==> src/rtl/usr_pkg.sv <==
// Shared definitions for the user command sequencer:
//   - Wishbone register offsets (decoded from address bits [3:2])
//   - CMD / STATUS / CTRL word bit-field positions
//   - shift-register opcode constants
//   - FSM state encoding
package usr_pkg;

  // Register offsets, expressed as word index (byte address bits [3:2]).
  localparam logic [1:0] ADDR_CMD    = 2'd0;  // 0x0, write-only
  localparam logic [1:0] ADDR_STATUS = 2'd1;  // 0x4, read-only
  localparam logic [1:0] ADDR_CTRL   = 2'd2;  // 0x8, write-only

  // CMD word layout: [BITS-1:0] data, [9:8] ctrl, [15:12] rep.
  localparam int CMD_CTRL_LSB = 8;
  localparam int CMD_REP_LSB  = 12;
  localparam int REP_W        = 4;

  // STATUS word layout: [3:0] level, [8] busy, [9] overflow, [10] full, [11] empty.
  localparam int STAT_LEVEL_W  = 4;
  localparam int STAT_BUSY_BIT = 8;
  localparam int STAT_OVF_BIT  = 9;
  localparam int STAT_FULL_BIT = 10;
  localparam int STAT_EMPTY_BIT = 11;

  // CTRL word bits.
  localparam int CTRL_FLUSH_BIT   = 0;
  localparam int CTRL_CLR_OVF_BIT = 1;

  // Universal shift register opcodes.
  localparam logic [1:0] OP_LOAD   = 2'b00;
  localparam logic [1:0] OP_RIGHT  = 2'b01;
  localparam logic [1:0] OP_LEFT   = 2'b10;
  localparam logic [1:0] OP_SERIAL = 2'b11;

  // FSM state encoding.
  localparam logic [0:0] STATE_IDLE = 1'b0;
  localparam logic [0:0] STATE_RUN  = 1'b1;

endpackage

==> src/rtl/usr_cmd_fifo.sv <==
// Command FIFO for the sequencer.
//   clk, reset  : clock, asynchronous active-high reset
//   push        : write push_data (ignored while full)
//   push_data   : entry to store
//   pop         : advance the read pointer (ignored while empty)
//   flush       : empty the FIFO; wins over a same-edge push or pop
//   head        : entry at the read pointer
//   full, empty : occupancy flags
//   level       : number of stored entries, 0..DEPTH
// DEPTH must be a power of two, at least 2, so pointers wrap naturally.
module usr_cmd_fifo
  import usr_pkg::*;
#(
  parameter int W     = 14,
  parameter int DEPTH = 4,
  localparam int AW   = $clog2(DEPTH),
  localparam int LW   = $clog2(DEPTH + 1)
) (
  input  logic          clk,
  input  logic          reset,
  input  logic          push,
  input  logic [W-1:0]  push_data,
  input  logic          pop,
  input  logic          flush,
  output logic [W-1:0]  head,
  output logic          full,
  output logic          empty,
  output logic [LW-1:0] level
);

  logic [W-1:0]  mem [DEPTH];
  logic [AW-1:0] wr_ptr;
  logic [AW-1:0] rd_ptr;
  logic          do_push;
  logic          do_pop;

  assign full    = (level == LW'(DEPTH));
  assign empty   = (level == '0);
  // Fullness/emptiness are judged on the pre-edge level, so a push into a
  // full FIFO is dropped even if a pop happens on the same edge.
  assign do_push = push & ~full;
  assign do_pop  = pop & ~empty;
  assign head    = mem[rd_ptr];

  // NOTE: sequential state uses non-blocking (<=) so every register samples
  // pre-edge values, independent of statement order.
  always_ff @(posedge clk or posedge reset) begin
    if (reset) begin
      wr_ptr <= '0;
      rd_ptr <= '0;
      level  <= '0;
    end else if (flush) begin
      wr_ptr <= '0;
      rd_ptr <= '0;
      level  <= '0;
    end else begin
      if (do_push) wr_ptr <= wr_ptr + 1'b1;
      if (do_pop)  rd_ptr <= rd_ptr + 1'b1;
      level <= level + LW'(do_push) - LW'(do_pop);
    end
  end

  // NOTE: storage is deliberately not reset; the level counter alone decides
  // which entries are valid, and a reset-free array maps onto plain RAM.
  always_ff @(posedge clk) begin
    if (do_push && !flush) mem[wr_ptr] <= push_data;
  end

endmodule

==> src/rtl/usr_cmd_sequencer.sv <==
// Wishbone-programmed command sequencer for a universal shift register.
//   clk, reset            : clock, asynchronous active-high reset
//   wbs_stb_i/cyc_i/we_i  : Wishbone classic slave controls
//   wbs_adr_i             : byte address, bits [3:2] decoded
//   wbs_dat_i / wbs_dat_o : write / read data
//   wbs_ack_o             : one-cycle acknowledge
//   dataOut, ctrlOut      : operand and opcode of the executing command
//   cmdValid              : dataOut/ctrlOut carry an executing command
//   busy                  : FSM in RUN or commands still queued
// Commands are queued in usr_cmd_fifo and each runs for rep+1 cycles.
// The shift-register outputs are registered from the FSM's current command,
// giving a two-cycle write-ack to cmdValid latency.
module usr_cmd_sequencer
  import usr_pkg::*;
#(
  parameter int BITS  = 8,
  parameter int DEPTH = 4
) (
  input  logic            clk,
  input  logic            reset,
  input  logic            wbs_stb_i,
  input  logic            wbs_cyc_i,
  input  logic            wbs_we_i,
  input  logic [31:0]     wbs_adr_i,
  input  logic [31:0]     wbs_dat_i,
  output logic            wbs_ack_o,
  output logic [31:0]     wbs_dat_o,
  output logic [BITS-1:0] dataOut,
  output logic [1:0]      ctrlOut,
  output logic            cmdValid,
  output logic            busy
);

  localparam int W  = BITS + 2 + REP_W;
  localparam int LW = $clog2(DEPTH + 1);

  logic            access;
  logic            wr_cmd;
  logic            wr_ctrl;
  logic            flush;
  logic            clr_ovf;
  logic            pop;
  logic [W-1:0]    push_data;
  logic [W-1:0]    head;
  logic            full;
  logic            empty;
  logic [LW-1:0]   level;
  logic            overflow;
  logic [31:0]     status_word;
  logic [31:0]     rdata;
  logic [0:0]      state;
  logic [REP_W-1:0] cnt;
  logic [BITS-1:0] cur_data;
  logic [1:0]      cur_ctrl;
  logic            unused_bits;

  // A transfer is accepted only while ack is low, which spaces accepted
  // transfers at least two cycles apart.
  assign access  = wbs_stb_i & wbs_cyc_i & ~wbs_ack_o;
  assign wr_cmd  = access & wbs_we_i & (wbs_adr_i[3:2] == ADDR_CMD);
  assign wr_ctrl = access & wbs_we_i & (wbs_adr_i[3:2] == ADDR_CTRL);
  assign flush   = wr_ctrl & wbs_dat_i[CTRL_FLUSH_BIT];
  assign clr_ovf = wr_ctrl & wbs_dat_i[CTRL_CLR_OVF_BIT];

  assign push_data = {wbs_dat_i[BITS-1:0],
                      wbs_dat_i[CMD_CTRL_LSB +: 2],
                      wbs_dat_i[CMD_REP_LSB +: REP_W]};

  // Pop in IDLE, or on the last cycle of RUN for a gapless hand-over.
  // Flush suppresses the pop.
  assign pop  = ~flush & ~empty & ((state == STATE_IDLE) || (cnt == '0));
  assign busy = (state == STATE_RUN) | ~empty;

  assign unused_bits = ^{wbs_adr_i[31:4], wbs_adr_i[1:0],
                         wbs_dat_i[31:16], wbs_dat_i[11:10]};

  usr_cmd_fifo #(
    .W     (W),
    .DEPTH (DEPTH)
  ) u_fifo (
    .clk       (clk),
    .reset     (reset),
    .push      (wr_cmd),
    .push_data (push_data),
    .pop       (pop),
    .flush     (flush),
    .head      (head),
    .full      (full),
    .empty     (empty),
    .level     (level)
  );

  // NOTE: every combinational output gets a default first, so no path
  // leaves it unassigned and no latch is inferred.
  always_comb begin
    status_word                            = '0;
    status_word[STAT_LEVEL_W-1:0]          = STAT_LEVEL_W'(level);
    status_word[STAT_BUSY_BIT]             = busy;
    status_word[STAT_OVF_BIT]              = overflow;
    status_word[STAT_FULL_BIT]             = full;
    status_word[STAT_EMPTY_BIT]            = empty;
    rdata                                  = '0;
    if (wbs_adr_i[3:2] == ADDR_STATUS) rdata = status_word;
  end

  // Wishbone slave: ack and read data register on the accepting edge, which
  // is also where write side effects commit.
  always_ff @(posedge clk or posedge reset) begin
    if (reset) begin
      wbs_ack_o <= 1'b0;
      wbs_dat_o <= '0;
      overflow  <= 1'b0;
    end else begin
      wbs_ack_o <= access;
      wbs_dat_o <= (access && !wbs_we_i) ? rdata : '0;
      if (wr_cmd && full) overflow <= 1'b1;
      else if (clr_ovf)   overflow <= 1'b0;
    end
  end

  // Sequencer FSM: holds the current command and its remaining repeat count.
  always_ff @(posedge clk or posedge reset) begin
    if (reset) begin
      state    <= STATE_IDLE;
      cnt      <= '0;
      cur_data <= '0;
      cur_ctrl <= OP_LOAD;
    end else if (flush) begin
      state <= STATE_IDLE;
      cnt   <= '0;
    end else if (pop) begin
      cur_data <= head[W-1 -: BITS];
      cur_ctrl <= head[REP_W +: 2];
      cnt      <= head[REP_W-1:0];
      state    <= STATE_RUN;
    end else if (state == STATE_RUN) begin
      if (cnt != '0) cnt   <= cnt - 1'b1;
      else           state <= STATE_IDLE;
    end
  end

  // Output stage: follows the FSM one cycle later; outside RUN the operand
  // and opcode hold their last values. Flush drops cmdValid immediately.
  always_ff @(posedge clk or posedge reset) begin
    if (reset) begin
      cmdValid <= 1'b0;
      dataOut  <= '0;
      ctrlOut  <= OP_LOAD;
    end else begin
      cmdValid <= ~flush & (state == STATE_RUN);
      if (!flush && state == STATE_RUN) begin
        dataOut <= cur_data;
        ctrlOut <= cur_ctrl;
      end
    end
  end

endmodule

==> config.mk <==
export PLATFORM = sky130hd
export DESIGN_NAME = usr_cmd_sequencer
export DESIGN_NICKNAME = d
export VERILOG_FILES = /design/src/rtl/usr_pkg.sv /design/src/rtl/usr_cmd_fifo.sv /design/src/rtl/usr_cmd_sequencer.sv
export SDC_FILE = /design/constraint.sdc
export NUM_CORES = 1
export LEC_CHECK = 0
export CAP_MARGIN = 40
export CORE_AREA = 2 2 93 95
export CTS_CLUSTER_DIAMETER = 120
export CTS_CLUSTER_SIZE = 10
export DETAILED_ROUTE_END_ITERATION = 12
export DIE_AREA = 0 0 95 97
export PLACE_DENSITY = 0.83
export REMOVE_ABC_BUFFERS = 1
export SYNTH_ARGS = -nofsm -noshare
export SYNTH_HDL_FRONTEND = slang
export SYNTH_SLANG_ARGS = --single-unit
==> constraint.sdc <==
create_clock -name clk -period 6.4 [get_ports clk]
set_clock_uncertainty 0.05 [all_clocks]
set_input_delay 1.92 -clock clk [delete_from_list [all_inputs] [get_ports clk]]
set_output_delay 1.92 -clock clk [all_outputs]
set_load 0.02 [all_outputs]
==> flow_summary.html, run 1 <==
<table>
<tr><th>Metric</th><th>Value</th></tr>
<tr><th colspan="2">Outcome</th></tr>
<tr><td>Outcome</td><td>finished clean</td></tr>
<tr><th colspan="2">Finish</th></tr>
<tr><td>Fraction of final layout cells sized beyond drive strength 1</td><td>20.0%</td></tr>
<tr><td>Most common cell after layout, fill and taps aside</td><td>edfxtp_1</td></tr>
<tr><td>Layout overhead on the synthesized area</td><td>15.0%</td></tr>
<tr><td>Commonest cells after routing, fill and taps aside</td><td>edfxtp_1, dfrtp_1, clkdlybuf4s50_1, conb_1, mux4_2</td></tr>
<tr><td>Number of nets in the finished design</td><td>373</td></tr>
<tr><td>Number of diodes</td><td>0</td></tr>
<tr><td>Fill cell count</td><td>595</td></tr>
<tr><th colspan="2">Worst setup path</th></tr>
<tr><td>R2r endpoint</td><td>u_fifo.level[2]</td></tr>
<tr><td>Crit path to</td><td>u_fifo.level[2]</td></tr>
<tr><td>Maximum fanout along the worst path</td><td>13</td></tr>
<tr><td>Critical path class</td><td>in -&gt; reg</td></tr>
<tr><td>Required time worst endpoint</td><td>6.60 ns</td></tr>
<tr><td>Kind of capture point of the worst setup path</td><td>register</td></tr>
<tr><td>Reg-to-Reg Start</td><td>cnt[0]</td></tr>
<tr><td>Startpoint kind of the worst setup timing path</td><td>input port</td></tr>
<tr><td>Crit path DAT</td><td>4.60 ns</td></tr>
<tr><td>Setup slack, reg-to-reg</td><td>3.36 ns</td></tr>
<tr><td>Depth of the most critical reg-to-reg path</td><td>14</td></tr>
<tr><td>Launch point of the critical path</td><td>wbs_cyc_i</td></tr>
<tr><th colspan="2">Logic synthesis</th></tr>
<tr><td>Gate count of the mapped netlist</td><td>250</td></tr>
<tr><td>Synthesis-stage register bit count</td><td>98</td></tr>
<tr><td>Post-synthesis instance area</td><td>4120 sq um</td></tr>
<tr><td>Synth top area share</td><td>40.8%</td></tr>
<tr><td>Sequential-to-total area share from yosys stat</td><td>66.3%</td></tr>
<tr><td>Library cell occupying the most area in the post-synthesis netlist</td><td>edfxtp_1</td></tr>
<tr><td>Post-synth cell types</td><td>43</td></tr>
<tr><td>Synthesis Warnings</td><td>0</td></tr>
<tr><td>Largest cells by area after synthesis</td><td>edfxtp_1, dfrtp_1, mux4_2, buf_4, mux2_2</td></tr>
<tr><td>Synthesized area per cell</td><td>16.5 sq um</td></tr>
<tr><th colspan="2">Power and ir drop</th></tr>
<tr><td>P per Cell Area</td><td>391 nW/um^2</td></tr>
<tr><td>Reported leakage power</td><td>1.85 nW</td></tr>
<tr><td>Share of power burned in combinational logic</td><td>a little under a third</td></tr>
<tr><td>Peak VDD IR</td><td>0.123 mV</td></tr>
<tr><td>Share of total power in the clock network</td><td>20.7%</td></tr>
<tr><td>Switching fraction of total power</td><td>a little under a third</td></tr>
<tr><td>Pint</td><td>roughly 1.3 mW</td></tr>
<tr><td>Sequential share of power</td><td>47.7%</td></tr>
<tr><td>Net load switching power</td><td>559 uW</td></tr>
<tr><th colspan="2">STA</th></tr>
<tr><td>Setup slack after layout</td><td>2.00 ns</td></tr>
<tr><td>Transition time at the pin with the least slew margin</td><td>0.738 ns</td></tr>
<tr><td>Number of pins exceeding their max-slew limit in the final report</td><td>0</td></tr>
<tr><td>Total negative slack for setup checks</td><td>0 ns</td></tr>
<tr><td>Final cycle utilization of the critical path</td><td>68.7%</td></tr>
<tr><td>Setup repair after global routing missed its margin</td><td>no</td></tr>
<tr><td>Final number of setup-violating endpoints</td><td>0</td></tr>
<tr><td>Tightest hold margin</td><td>0.460 ns</td></tr>
<tr><td>Headroom to the max-slew limit</td><td>50.8%</td></tr>
<tr><td>Final critical path time including I/O delays and setup</td><td>4.40 ns</td></tr>
<tr><td>F_max</td><td>227 MHz</td></tr>
<tr><td>Count of endpoints failing hold in the final timing report</td><td>0</td></tr>
<tr><th colspan="2">Die</th></tr>
<tr><td>Floorplan die area</td><td>between 9000 and 10000 sq um</td></tr>
<tr><td>Vert. Die Dim</td><td>97 microns</td></tr>
<tr><td>Count of boundary I/O pins</td><td>114</td></tr>
<tr><td>Floorplan row count</td><td>33</td></tr>
<tr><td>X dimension of the die</td><td>approximately 95 microns</td></tr>
<tr><td>Initial Utilization</td><td>50.7%</td></tr>
<tr><td>Core outline area</td><td>8130 sq um</td></tr>
<tr><th colspan="2">Placed design</th></tr>
<tr><td>Half-perimeter wire length of the detailed placement result</td><td>4330 microns</td></tr>
<tr><td>Final weighted congestion in routability-driven placement</td><td>~0.70</td></tr>
<tr><td>Setup WS pre-CTS</td><td>approximately 1.6 ns</td></tr>
<tr><td>Port Buf Inserts</td><td>40</td></tr>
<tr><th colspan="2">CTS</th></tr>
<tr><td>Clock latency on the worst-skew pair</td><td>0.36 ns</td></tr>
<tr><td>Num CTS Buffers</td><td>9</td></tr>
<tr><td>Setup Buffers After CTS</td><td>0</td></tr>
<tr><td>Number of H-tree levels</td><td>3</td></tr>
<tr><td>Count of instances resized after the clock tree is built</td><td>0</td></tr>
<tr><td>Number of clock sinks seen by CTS</td><td>98</td></tr>
<tr><td>Maximum number of buffers from clock root to sink</td><td>2</td></tr>
<tr><td>Clk slew on worst S/H paths</td><td>0.09 ns</td></tr>
<tr><td>Clock Tree Root</td><td>clkbuf_8</td></tr>
<tr><td>CTS tree</td><td>yes</td></tr>
<tr><td>Total of hold buffers inserted after clock tree synthesis</td><td>0</td></tr>
<tr><th colspan="2">Route</th></tr>
<tr><td># DRC</td><td>0</td></tr>
<tr><td>Average detailed-routed wire length per instance</td><td>15.4 microns</td></tr>
<tr><td>Post-detailed-routing wire length</td><td>6230 microns</td></tr>
<tr><td>Total vias in the final route</td><td>2049</td></tr>
<tr><td>Iteration count of the initial detailed-routing pass</td><td>4</td></tr>
<tr><td>Antenna Nets Post-Route</td><td>0</td></tr>
<tr><td>DRT iter0 DRCs</td><td>101</td></tr>
<tr><td>Average via count per standard cell</td><td>5.06</td></tr>
<tr><th colspan="2">Global route</th></tr>
<tr><td>Gr usage total</td><td>14.9%</td></tr>
<tr><td>Initial antenna violation count</td><td>0</td></tr>
<tr><td>Vias in the first global route</td><td>slightly above 2000</td></tr>
<tr><td>Largest net degree at the start of global routing</td><td>43</td></tr>
<tr><td>Global-route wire length before repair</td><td>10200 microns</td></tr>
<tr><td>Overflow after GRT</td><td>0</td></tr>
<tr><th colspan="2">Worst hold path</th></tr>
<tr><td>Worst min path class</td><td>reg -&gt; reg</td></tr>
<tr><th colspan="2">Run</th></tr>
<tr><td>Number of maximum-capacitance violations</td><td>0</td></tr>
</table>
## cell families after synthesis
family	after synthesis	synth area share [%]
compound gates	18	3.25
xor+xnor	3	0.638
fa+ha+maj	9	2.91
buf+inv	46	6.83
flops	98	66.3
mux	36	14.4
other cells	1	0.0910
simple gates	39	5.62
## cell type report
type                            instances  area, sq um  share of cell area, %
Inverter                               13         48.8                   1.03
Clock buffer                           12          166                   3.51
Clock inverter                          4         31.3                  0.660
Timing Repair Buffer                   43          430                   9.08
Sequential cell                        98         2730                   57.7
Tap cell                              105          131                   2.77
Multi-Input combinational cell        130         1200                   25.3
## cell usage after synthesis, drive strengths merged
library cell and n:
edfxtp 56, dfrtp 42, buf 30, mux2 21
mux4 14, inv 13, and2 10, nor2 9
a21oi 8, ha 8, nand2 4, nand2b 4
clkbuf 3, a22oi 2, nand3b 2, nor3 2
nor4 2, xnor2 2, a211o 1, a211oi 1
a221oi 1, a22o 1, and3 1, conb 1
fa 1, mux2i 1, nand3 1, nor2b 1
nor3b 1, o21ai 1, o2bb2ai 1, o311a 1
o31ai 1, or3 1, or3b 1, xor2 1
## power by group through the flow
stage	Combinational [mW]	Clock, mW	Sequential, mW
2_1_floorplan	0.374	0	0.922
3_3_place_gp	0.544	0	0.909
3_5_place_dp	0.590	0	0.901
4_1_cts	0.591	0.392	0.886
5_1_grt	0.636	0.416	0.903
6_report	0.584	0.384	0.884
## worst min-delay path by stage
stage	start	to	slack [ns]	depth (start not counted)
after floorplan	overflow	overflow	0.42	1
after global placement	dataOut[2]	dataOut[2]	0.44	1
after detailed placement	dataOut[0]	dataOut[0]	0.44	1
after CTS	overflow	wbs_dat_o[9]	0.46	1
after global routing	dataOut[0]	dataOut[0]	0.48	1
final	dataOut[0]	dataOut[0]	0.46	1
## sequential cells by signal, indices dropped and copies added, names as in the netlist
signal and count:
wbs_dat_o 7, u_fifo.level 3, state 1, cnt 4, overflow 1, u_fifo.wr_ptr 2, u_fifo.rd_ptr 2, cur_ctrl 2
dataOut 8, ctrlOut 2, cmdValid 1, cur_data 8, wbs_ack_o 1, u_fifo.mem 56
## through the flow
step | area [sq um] | utilization, % | std cells | total power, mW
2_1_floorplan | 3980 | - | 241 | 1.30
4_1_cts | 4740 | 58.3 | 405 | 1.87
3_5_place_dp | 4540 | 55.8 | 389 | 1.49
5_1_grt | 4740 | 58.3 | 405 | 1.95
6_report | 4740 | 58.3 | 405 | 1.85
3_3_place_gp | 4530 | 55.6 | 388 | 1.45
## critical path, stage by stage
cell and delay (ns):
clkdlybuf4s50_1 0.46, nand3b_1 0.16, nor3_1 0.22, buf_4 0.22, nand2b_4 0.27, inv_1 0.08
ha_1 0.27, inv_1 0.06, ha_1 0.13, inv_1 0.05, fa_1 0.39, xor2_1 0.18
xnor2_1 0.13, nor2_1 0.05
## per-layer routing
layer / part of all wire, % / global-route usage (%)
met1: 43 / 19.0
met2: 51 / 23.9
met3: 3.6 / 2.41
met4: 2.5 / 8.58
met5: 0 / 0
Note: power is estimated with default switching activity, not from simulation.
==> inputs of run 2 (changes only) <==
- CORE_AREA: 2 2 93 95 -> 2 2 96 98
- DIE_AREA: 0 0 95 97 -> 0 0 98 100
- PLACE_DENSITY: 0.83 -> 0.79
- clock period: 6.4 -> 4.48 ns (I/O delays scaled with it)
==> run 2 against run 1 <==
Via count rose by 0.34%. Cell count rose by 1.5%. Die area rose by 6.3%. Final area rose by 0.18%. Critical path depth fell by 1. Core utilization fell by 4.9 points. Setup slack got worse by 1.2 ns. Worst hold slack improved by 0.0038 ns. Global-route usage fell by 1.2 points. First-iteration DRC count rose by 8.9%. Register-to-register slack got worse by 1.9 ns. Non-clock buffer count did not move. Highest routed layer unchanged.
==> flow_summary.html, run 2 (same netlist as run 1, synthesis figures left out) <==
<table>
<tr><th>Metric</th><th>Value</th></tr>
<tr><th colspan="2">Die</th></tr>
<tr><td>Floorplan row count</td><td>35</td></tr>
<tr><td>Core outline area</td><td>8890 sq um</td></tr>
<tr><td>Count of boundary I/O pins</td><td>114</td></tr>
<tr><td>X dimension of the die</td><td>98 microns</td></tr>
<tr><td>Vert. Die Dim</td><td>~100 microns</td></tr>
<tr><td>Initial Utilization</td><td>46.4%</td></tr>
<tr><td>Floorplan die area</td><td>9800 sq um</td></tr>
<tr><th colspan="2">Finish</th></tr>
<tr><td>Fraction of final layout cells sized beyond drive strength 1</td><td>roughly 20%</td></tr>
<tr><td>Registers with the highest flip-flop counts</td><td>u_fifo.mem x56, cur_data x8, dataOut x8</td></tr>
<tr><td>Number of nets in the finished design</td><td>373</td></tr>
<tr><td>Number of diodes</td><td>0</td></tr>
<tr><td>Area taken by multi-input logic gates</td><td>1200 sq um</td></tr>
<tr><td>Fill cell count</td><td>~720</td></tr>
<tr><td>Layout overhead on the synthesized area</td><td>15.2%</td></tr>
<tr><td>Commonest cells after routing, fill and taps aside</td><td>edfxtp_1, dfrtp_1, clkdlybuf4s50_1, conb_1, mux4_2</td></tr>
<tr><td>Most common cell after layout, fill and taps aside</td><td>edfxtp_1</td></tr>
<tr><td>Biggest register</td><td>u_fifo.mem</td></tr>
<tr><td>Number of flip-flops in the largest register</td><td>56</td></tr>
<tr><td>Fin util</td><td>53.4%</td></tr>
<tr><td>Sequential cell area</td><td>2730 sq um</td></tr>
<tr><th colspan="2">CTS</th></tr>
<tr><td>Setup Buffers After CTS</td><td>0</td></tr>
<tr><td>Number of H-tree levels</td><td>3</td></tr>
<tr><td>Maximum number of buffers from clock root to sink</td><td>2</td></tr>
<tr><td>Clock Tree Root</td><td>clkbuf_8</td></tr>
<tr><td>Clock latency on the worst-skew pair</td><td>0.36 ns</td></tr>
<tr><td>Total of hold buffers inserted after clock tree synthesis</td><td>0</td></tr>
<tr><td>Count of instances resized after the clock tree is built</td><td>0</td></tr>
<tr><td>Clk slew on worst S/H paths</td><td>0.10 ns</td></tr>
<tr><td>Num CTS Buffers</td><td>9</td></tr>
<tr><td>Number of clock sinks seen by CTS</td><td>98</td></tr>
<tr><td>CTS tree</td><td>yes</td></tr>
<tr><th colspan="2">Route</th></tr>
<tr><td>Antenna Nets Post-Route</td><td>0</td></tr>
<tr><td>Post-detailed-routing wire length</td><td>roughly 6400 microns</td></tr>
<tr><td>Total vias in the final route</td><td>2056</td></tr>
<tr><td>Average detailed-routed wire length per instance</td><td>between 15 and 20 microns</td></tr>
<tr><td>Iteration count of the initial detailed-routing pass</td><td>4</td></tr>
<tr><td># DRC</td><td>0</td></tr>
<tr><td>DRT iter0 DRCs</td><td>110</td></tr>
<tr><td>Average via count per standard cell</td><td>5.00</td></tr>
<tr><th colspan="2">STA</th></tr>
<tr><td>Transition time at the pin with the least slew margin</td><td>0.743 ns</td></tr>
<tr><td>Setup repair after global routing missed its margin</td><td>no</td></tr>
<tr><td>Final cycle utilization of the critical path</td><td>between 80% and 90%</td></tr>
<tr><td>Headroom to the max-slew limit</td><td>roughly half</td></tr>
<tr><td>Tightest hold margin</td><td>0.464 ns</td></tr>
<tr><td>Final number of setup-violating endpoints</td><td>0</td></tr>
<tr><td>Total negative slack for setup checks</td><td>0 ns</td></tr>
<tr><td>F_max</td><td>272 MHz</td></tr>
<tr><td>Final critical path time including I/O delays and setup</td><td>3.68 ns</td></tr>
<tr><td>Number of pins exceeding their max-slew limit in the final report</td><td>0</td></tr>
<tr><td>Count of endpoints failing hold in the final timing report</td><td>0</td></tr>
<tr><th colspan="2">Global route</th></tr>
<tr><td>Global-route wire length before repair</td><td>10300 microns</td></tr>
<tr><td>Overflow after GRT</td><td>0</td></tr>
<tr><td>Vias in the first global route</td><td>2032</td></tr>
<tr><td>Gr usage total</td><td>13.7%</td></tr>
<tr><td>Largest net degree at the start of global routing</td><td>43</td></tr>
<tr><td>Initial antenna violation count</td><td>0</td></tr>
<tr><th colspan="2">Worst setup path</th></tr>
<tr><td>Depth of the most critical reg-to-reg path</td><td>14</td></tr>
<tr><td>Maximum fanout along the worst path</td><td>12</td></tr>
<tr><td>Setup slack, reg-to-reg</td><td>1.42 ns</td></tr>
<tr><td>Reg-to-Reg Start</td><td>cnt[0]</td></tr>
<tr><td>R2r endpoint</td><td>u_fifo.level[2]</td></tr>
<tr><td>Critical path class</td><td>in -&gt; reg</td></tr>
<tr><td>Kind of capture point of the worst setup path</td><td>register</td></tr>
<tr><td>Startpoint kind of the worst setup timing path</td><td>input port</td></tr>
<tr><td>Crit path DAT</td><td>roughly 4 ns</td></tr>
<tr><td>Required time worst endpoint</td><td>around 4.7 ns</td></tr>
<tr><th colspan="2">Power and ir drop</th></tr>
<tr><td>Peak VDD IR</td><td>roughly 0.19 mV</td></tr>
<tr><td>P per Cell Area</td><td>557 nW/um^2</td></tr>
<tr><td>Reported leakage power</td><td>1.84 nW</td></tr>
<tr><th colspan="2">Run</th></tr>
<tr><td>Number of maximum-capacitance violations</td><td>0</td></tr>
<tr><th colspan="2">Placed design</th></tr>
<tr><td>Final weighted congestion in routability-driven placement</td><td>0.729</td></tr>
<tr><td>Port Buf Inserts</td><td>40</td></tr>
<tr><td>Half-perimeter wire length of the detailed placement result</td><td>4430 microns</td></tr>
<tr><th colspan="2">Worst hold path</th></tr>
<tr><td>Number of cells traversed by the worst hold path</td><td>1</td></tr>
<tr><td>Worst Hold End</td><td>cur_data[6]</td></tr>
<tr><td>Min-delay src</td><td>cur_data[6]</td></tr>
<tr><td>Worst min path class</td><td>reg -&gt; reg</td></tr>
<tr><th colspan="2">Outcome</th></tr>
<tr><td>Outcome</td><td>finished clean</td></tr>
</table>
==> run 2: how the worst max path moves through the flow <==
stage / start / to / slack [ns]
after floorplan: wbs_adr_i[2] / u_fifo.level[2] / 0.41
after CTS: wbs_cyc_i / u_fifo.level[2] / 0.77
after global routing: wbs_cyc_i / u_fifo.level[2] / 0.65
after detailed placement: wbs_cyc_i / u_fifo.level[2] / 0.39
final: wbs_cyc_i / u_fifo.level[2] / 0.80
after global placement: wbs_cyc_i / u_fifo.level[2] / 0.45
==> run 2: where the power goes <==
part           switching [mW]  internal [mW]  total [mW]
clock                   0.317          0.210       0.528
combinational           0.364          0.491       0.855
sequential              0.151           1.11        1.26
==> run 2: metrics by stage <==
step,total power [mW],setup slack [ns],instance area [sq um],std cells
after CTS,2.67,0.770,4750,411
after global placement,2.08,0.449,4530,394
after detailed placement,2.15,0.389,4560,395
after floorplan,1.85,0.411,3980,241
after global routing,2.79,0.650,4750,411
final,2.64,0.802,4750,411
==> run 2: metal layers <==
layer | vias to the layer above | GRT usage, % | wire length [microns] | part of all wire, %
li1 | 945 | - | - | -
met1 | 1047 | 17.6 | 2870 | 44
met2 | 52 | 22.8 | 3220 | 50
met3 | 12 | 3.06 | 221 | 3.4
met4 | 0 | 5.88 | 140 | 2.2
met5 | - | 0 | 0 | 0
==> run 2: final cells by class <==
cell class,instances,share of cell area [%]
clock inverters,7,1.32
clock buffers,9,2.61
flip-flops and latches,98,57.6
well taps,111,2.93
multi-input cells,130,25.2
inverters,13,1.03
repair buffers,43,9.33
==> run 2: worst max-delay path, cell delays in order <==
cell,delay (ns)
clkdlybuf4s50_1,0.46
nand3b_1,0.16
nor3_1,0.28
nand2b_4,0.31
inv_1,0.07
ha_1,0.27
inv_1,0.06
ha_1,0.13
inv_1,0.05
fa_1,0.38
xor2_1,0.16
xnor2_1,0.15
nor2_1,0.05
==> inputs of run 3 (changes only) <==
- clock period: 4.48 -> 3.8 ns (I/O delays scaled with it)
==> run 3 against run 2 <==
Clock-buffer cell count increased by 3. Flip-flop and latch count unchanged. Cell count is 2.2% higher. First-iteration DRC count is 34% lower. Critical path depth unchanged. Largest power group unchanged.
==> flow_summary.html, run 3 (same netlist as run 1, synthesis figures left out) <==
<table>
<tr><th>Metric</th><th>Value</th></tr>
<tr><th colspan="2">CTS</th></tr>
<tr><td>Number of H-tree levels</td><td>3</td></tr>
<tr><td>Number of clock sinks seen by CTS</td><td>98</td></tr>
<tr><td>CTS tree</td><td>yes</td></tr>
<tr><td>Count of instances resized after the clock tree is built</td><td>0</td></tr>
<tr><td>Clock latency on the worst-skew pair</td><td>~0.36 ns</td></tr>
<tr><td>Setup Buffers After CTS</td><td>0</td></tr>
<tr><td>Total of hold buffers inserted after clock tree synthesis</td><td>0</td></tr>
<tr><td>Clk slew on worst S/H paths</td><td>0.09 ns</td></tr>
<tr><td>Num CTS Buffers</td><td>9</td></tr>
<tr><td>Maximum number of buffers from clock root to sink</td><td>2</td></tr>
<tr><td>Clock Tree Root</td><td>clkbuf_8</td></tr>
<tr><th colspan="2">Power and ir drop</th></tr>
<tr><td>Reported leakage power</td><td>1.90 nW</td></tr>
<tr><td>Switching fraction of total power</td><td>30.5%</td></tr>
<tr><td>Peak VDD IR</td><td>around 0.23 mV</td></tr>
<tr><td>Share of total power in the clock network</td><td>20.7%</td></tr>
<tr><td>Pint</td><td>2.20 mW</td></tr>
<tr><td>Sequential share of power</td><td>about 47%</td></tr>
<tr><td>P per Cell Area</td><td>~660 nW/um^2</td></tr>
<tr><td>Net load switching power</td><td>965 uW</td></tr>
<tr><td>Share of power burned in combinational logic</td><td>32.3%</td></tr>
<tr><th colspan="2">Route</th></tr>
<tr><td>Average detailed-routed wire length per instance</td><td>between 15 and 20 microns</td></tr>
<tr><td>Average via count per standard cell</td><td>about 5.0</td></tr>
<tr><td>Antenna Nets Post-Route</td><td>0</td></tr>
<tr><td>Post-detailed-routing wire length</td><td>approximately 6600 microns</td></tr>
<tr><td>Iteration count of the initial detailed-routing pass</td><td>4</td></tr>
<tr><td># DRC</td><td>0</td></tr>
<tr><td>Highest signal layer in the routed design</td><td>met4</td></tr>
<tr><td>Post-route met1 wirelength</td><td>2770 microns</td></tr>
<tr><td>Total met2 wirelength after detailed routing</td><td>3380 microns</td></tr>
<tr><td>DRT iter0 DRCs</td><td>73</td></tr>
<tr><td>Detail Route met3 WL</td><td>314 microns</td></tr>
<tr><td>Total vias in the final route</td><td>about 2100</td></tr>
<tr><th colspan="2">Finish</th></tr>
<tr><td>Fill cell count</td><td>690</td></tr>
<tr><td>Layout overhead on the synthesized area</td><td>17.1%</td></tr>
<tr><td>Commonest cells after routing, fill and taps aside</td><td>edfxtp_1, dfrtp_1, clkdlybuf4s50_1, conb_1, mux4_2</td></tr>
<tr><td>Biggest register</td><td>u_fifo.mem</td></tr>
<tr><td>Fin util</td><td>54.3%</td></tr>
<tr><td>Fraction of final layout cells sized beyond drive strength 1</td><td>22.3%</td></tr>
<tr><td>Number of diodes</td><td>0</td></tr>
<tr><td>Number of flip-flops in the largest register</td><td>56</td></tr>
<tr><td>Final cell count without fillers</td><td>420</td></tr>
<tr><td>Cell area after layout</td><td>approximately 4800 sq um</td></tr>
<tr><td>Number of nets in the finished design</td><td>382</td></tr>
<tr><td>Registers with the highest flip-flop counts</td><td>u_fifo.mem x56, cur_data x8, dataOut x8</td></tr>
<tr><td>Most common cell after layout, fill and taps aside</td><td>edfxtp_1</td></tr>
<tr><th colspan="2">STA</th></tr>
<tr><td>Transition time at the pin with the least slew margin</td><td>0.663 ns</td></tr>
<tr><td>F_max</td><td>302 MHz</td></tr>
<tr><td>Headroom to the max-slew limit</td><td>~56%</td></tr>
<tr><td>Setup repair after global routing missed its margin</td><td>no</td></tr>
<tr><td>Final number of setup-violating endpoints</td><td>0</td></tr>
<tr><td>Count of endpoints failing hold in the final timing report</td><td>0</td></tr>
<tr><td>Number of pins exceeding their max-slew limit in the final report</td><td>0</td></tr>
<tr><td>Final critical path time including I/O delays and setup</td><td>3.31 ns</td></tr>
<tr><td>Total negative slack for setup checks</td><td>0 ns</td></tr>
<tr><td>Final cycle utilization of the critical path</td><td>between 80% and 90%</td></tr>
<tr><th colspan="2">Die</th></tr>
<tr><td>Initial Utilization</td><td>46.4%</td></tr>
<tr><td>X dimension of the die</td><td>98 microns</td></tr>
<tr><td>Count of boundary I/O pins</td><td>114</td></tr>
<tr><td>Floorplan die area</td><td>9800 sq um</td></tr>
<tr><td>Vert. Die Dim</td><td>100 microns</td></tr>
<tr><td>Core outline area</td><td>8890 sq um</td></tr>
<tr><td>Floorplan row count</td><td>35</td></tr>
<tr><th colspan="2">Worst hold path</th></tr>
<tr><td>Worst min path class</td><td>reg -&gt; reg</td></tr>
<tr><th colspan="2">Global route</th></tr>
<tr><td>Overflow after GRT</td><td>0</td></tr>
<tr><td>Largest net degree at the start of global routing</td><td>43</td></tr>
<tr><td>Global-route wire length before repair</td><td>10700 microns</td></tr>
<tr><td>Gr usage total</td><td>14.4%</td></tr>
<tr><td>Initial antenna violation count</td><td>0</td></tr>
<tr><td>Vias in the first global route</td><td>2102</td></tr>
<tr><th colspan="2">Worst setup path</th></tr>
<tr><td>Cell-by-cell listing of the critical path</td><td>clkdlybuf4s50_1, nand2b_1, nor3_1, nand2b_4, inv_1, ha_1, inv_1, ha_1, inv_1, fa_1, xor2_1, xnor2_1, nor2_1</td></tr>
<tr><td>Max stage delay cell, worst path</td><td>clkdlybuf4s50_1</td></tr>
<tr><td>Maximum fanout along the worst path</td><td>3</td></tr>
<tr><td>Cell type group with the largest total delay on the critical path</td><td>adder cells</td></tr>
<tr><td>Critical path class</td><td>in -&gt; reg</td></tr>
<tr><td>Worst path buffer plus inverter count</td><td>4</td></tr>
<tr><td>Crit path DAT</td><td>3.52 ns</td></tr>
<tr><td>Biggest cell delay along the critical path</td><td>0.44 ns</td></tr>
<tr><td>Cell with the most instances on the worst path</td><td>inv_1</td></tr>
<tr><td>Startpoint kind of the worst setup timing path</td><td>input port</td></tr>
<tr><td>Required time worst endpoint</td><td>4.01 ns</td></tr>
<tr><td>Kind of capture point of the worst setup path</td><td>register</td></tr>
<tr><th colspan="2">Placed design</th></tr>
<tr><td>Half-perimeter wire length of the detailed placement result</td><td>about 4700 microns</td></tr>
<tr><td>Post-detailed-placement cell area</td><td>4630 sq um</td></tr>
<tr><td>Final weighted congestion in routability-driven placement</td><td>0.772</td></tr>
<tr><td>Post-placement cell count</td><td>404</td></tr>
<tr><td>Port Buf Inserts</td><td>40</td></tr>
<tr><th colspan="2">Outcome</th></tr>
<tr><td>Outcome</td><td>finished clean</td></tr>
<tr><th colspan="2">Run</th></tr>
<tr><td>Number of maximum-capacitance violations</td><td>0</td></tr>
</table>
[run 3: changes by cell type in the layout (fill, tap and decap cells not counted), sizes merged]
cell and delta:
clkinvlp -1, clkinv -2, clkbuf +3, buf +9
[run 3: per-layer routing]
metal	track usage [%]	up-vias
li1	-	969
met1	17.9	1037
met2	23.2	72
met3	3.76	14
met4	7.80	0
met5	0	-
[run 3: area by class of cell]
type	instances	area, sq um	share of cell area, %
Multi-Input combinational cell	130	1200	24.8
Clock buffer	12	166	3.45
Inverter	13	48.8	1.01
Timing Repair Buffer	52	510	10.6
Tap cell	111	139	2.88
Clock inverter	4	31.3	0.648
Sequential cell	98	2730	56.6
[run 3: per-stage QoR]
stage / setup WS, ns / hold WS, ns / power, mW
after global placement: 0.175 / 0.438 / 2.46
after detailed placement: 0.0793 / 0.441 / 2.55
after CTS: 0.479 / 0.457 / 3.20
final: 0.486 / 0.464 / 3.16
after floorplan: -0.0646 / 0.420 / 2.18
after global routing: 0.296 / 0.476 / 3.34
[run 3: worst paths after layout]
kind / startpoint / slack (ns) / end / cells after the start
min reg2reg: cur_ctrl[1] / 0.46 / cur_ctrl[1] / 1
min in group asynchronous: reset / 1.16 / cur_data[7] / 3
min: cur_ctrl[1] / 0.46 / cur_ctrl[1] / 1
max: wbs_adr_i[2] / 0.49 / u_fifo.level[2] / 13
max reg2reg: cnt[0] / 0.93 / u_fifo.level[2] / 14
max in group asynchronous: reset / 2.17 / u_fifo.wr_ptr[0] / 3
[run 3: power by group through the flow]
stage	Combinational, mW	Clock [mW]	Sequential [mW]
floorplan	0.630	0	1.55
global placement	0.929	0	1.53
detailed placement	1.03	0	1.51
CTS	1.03	0.673	1.49
global route	1.11	0.704	1.52
finish	1.02	0.655	1.49
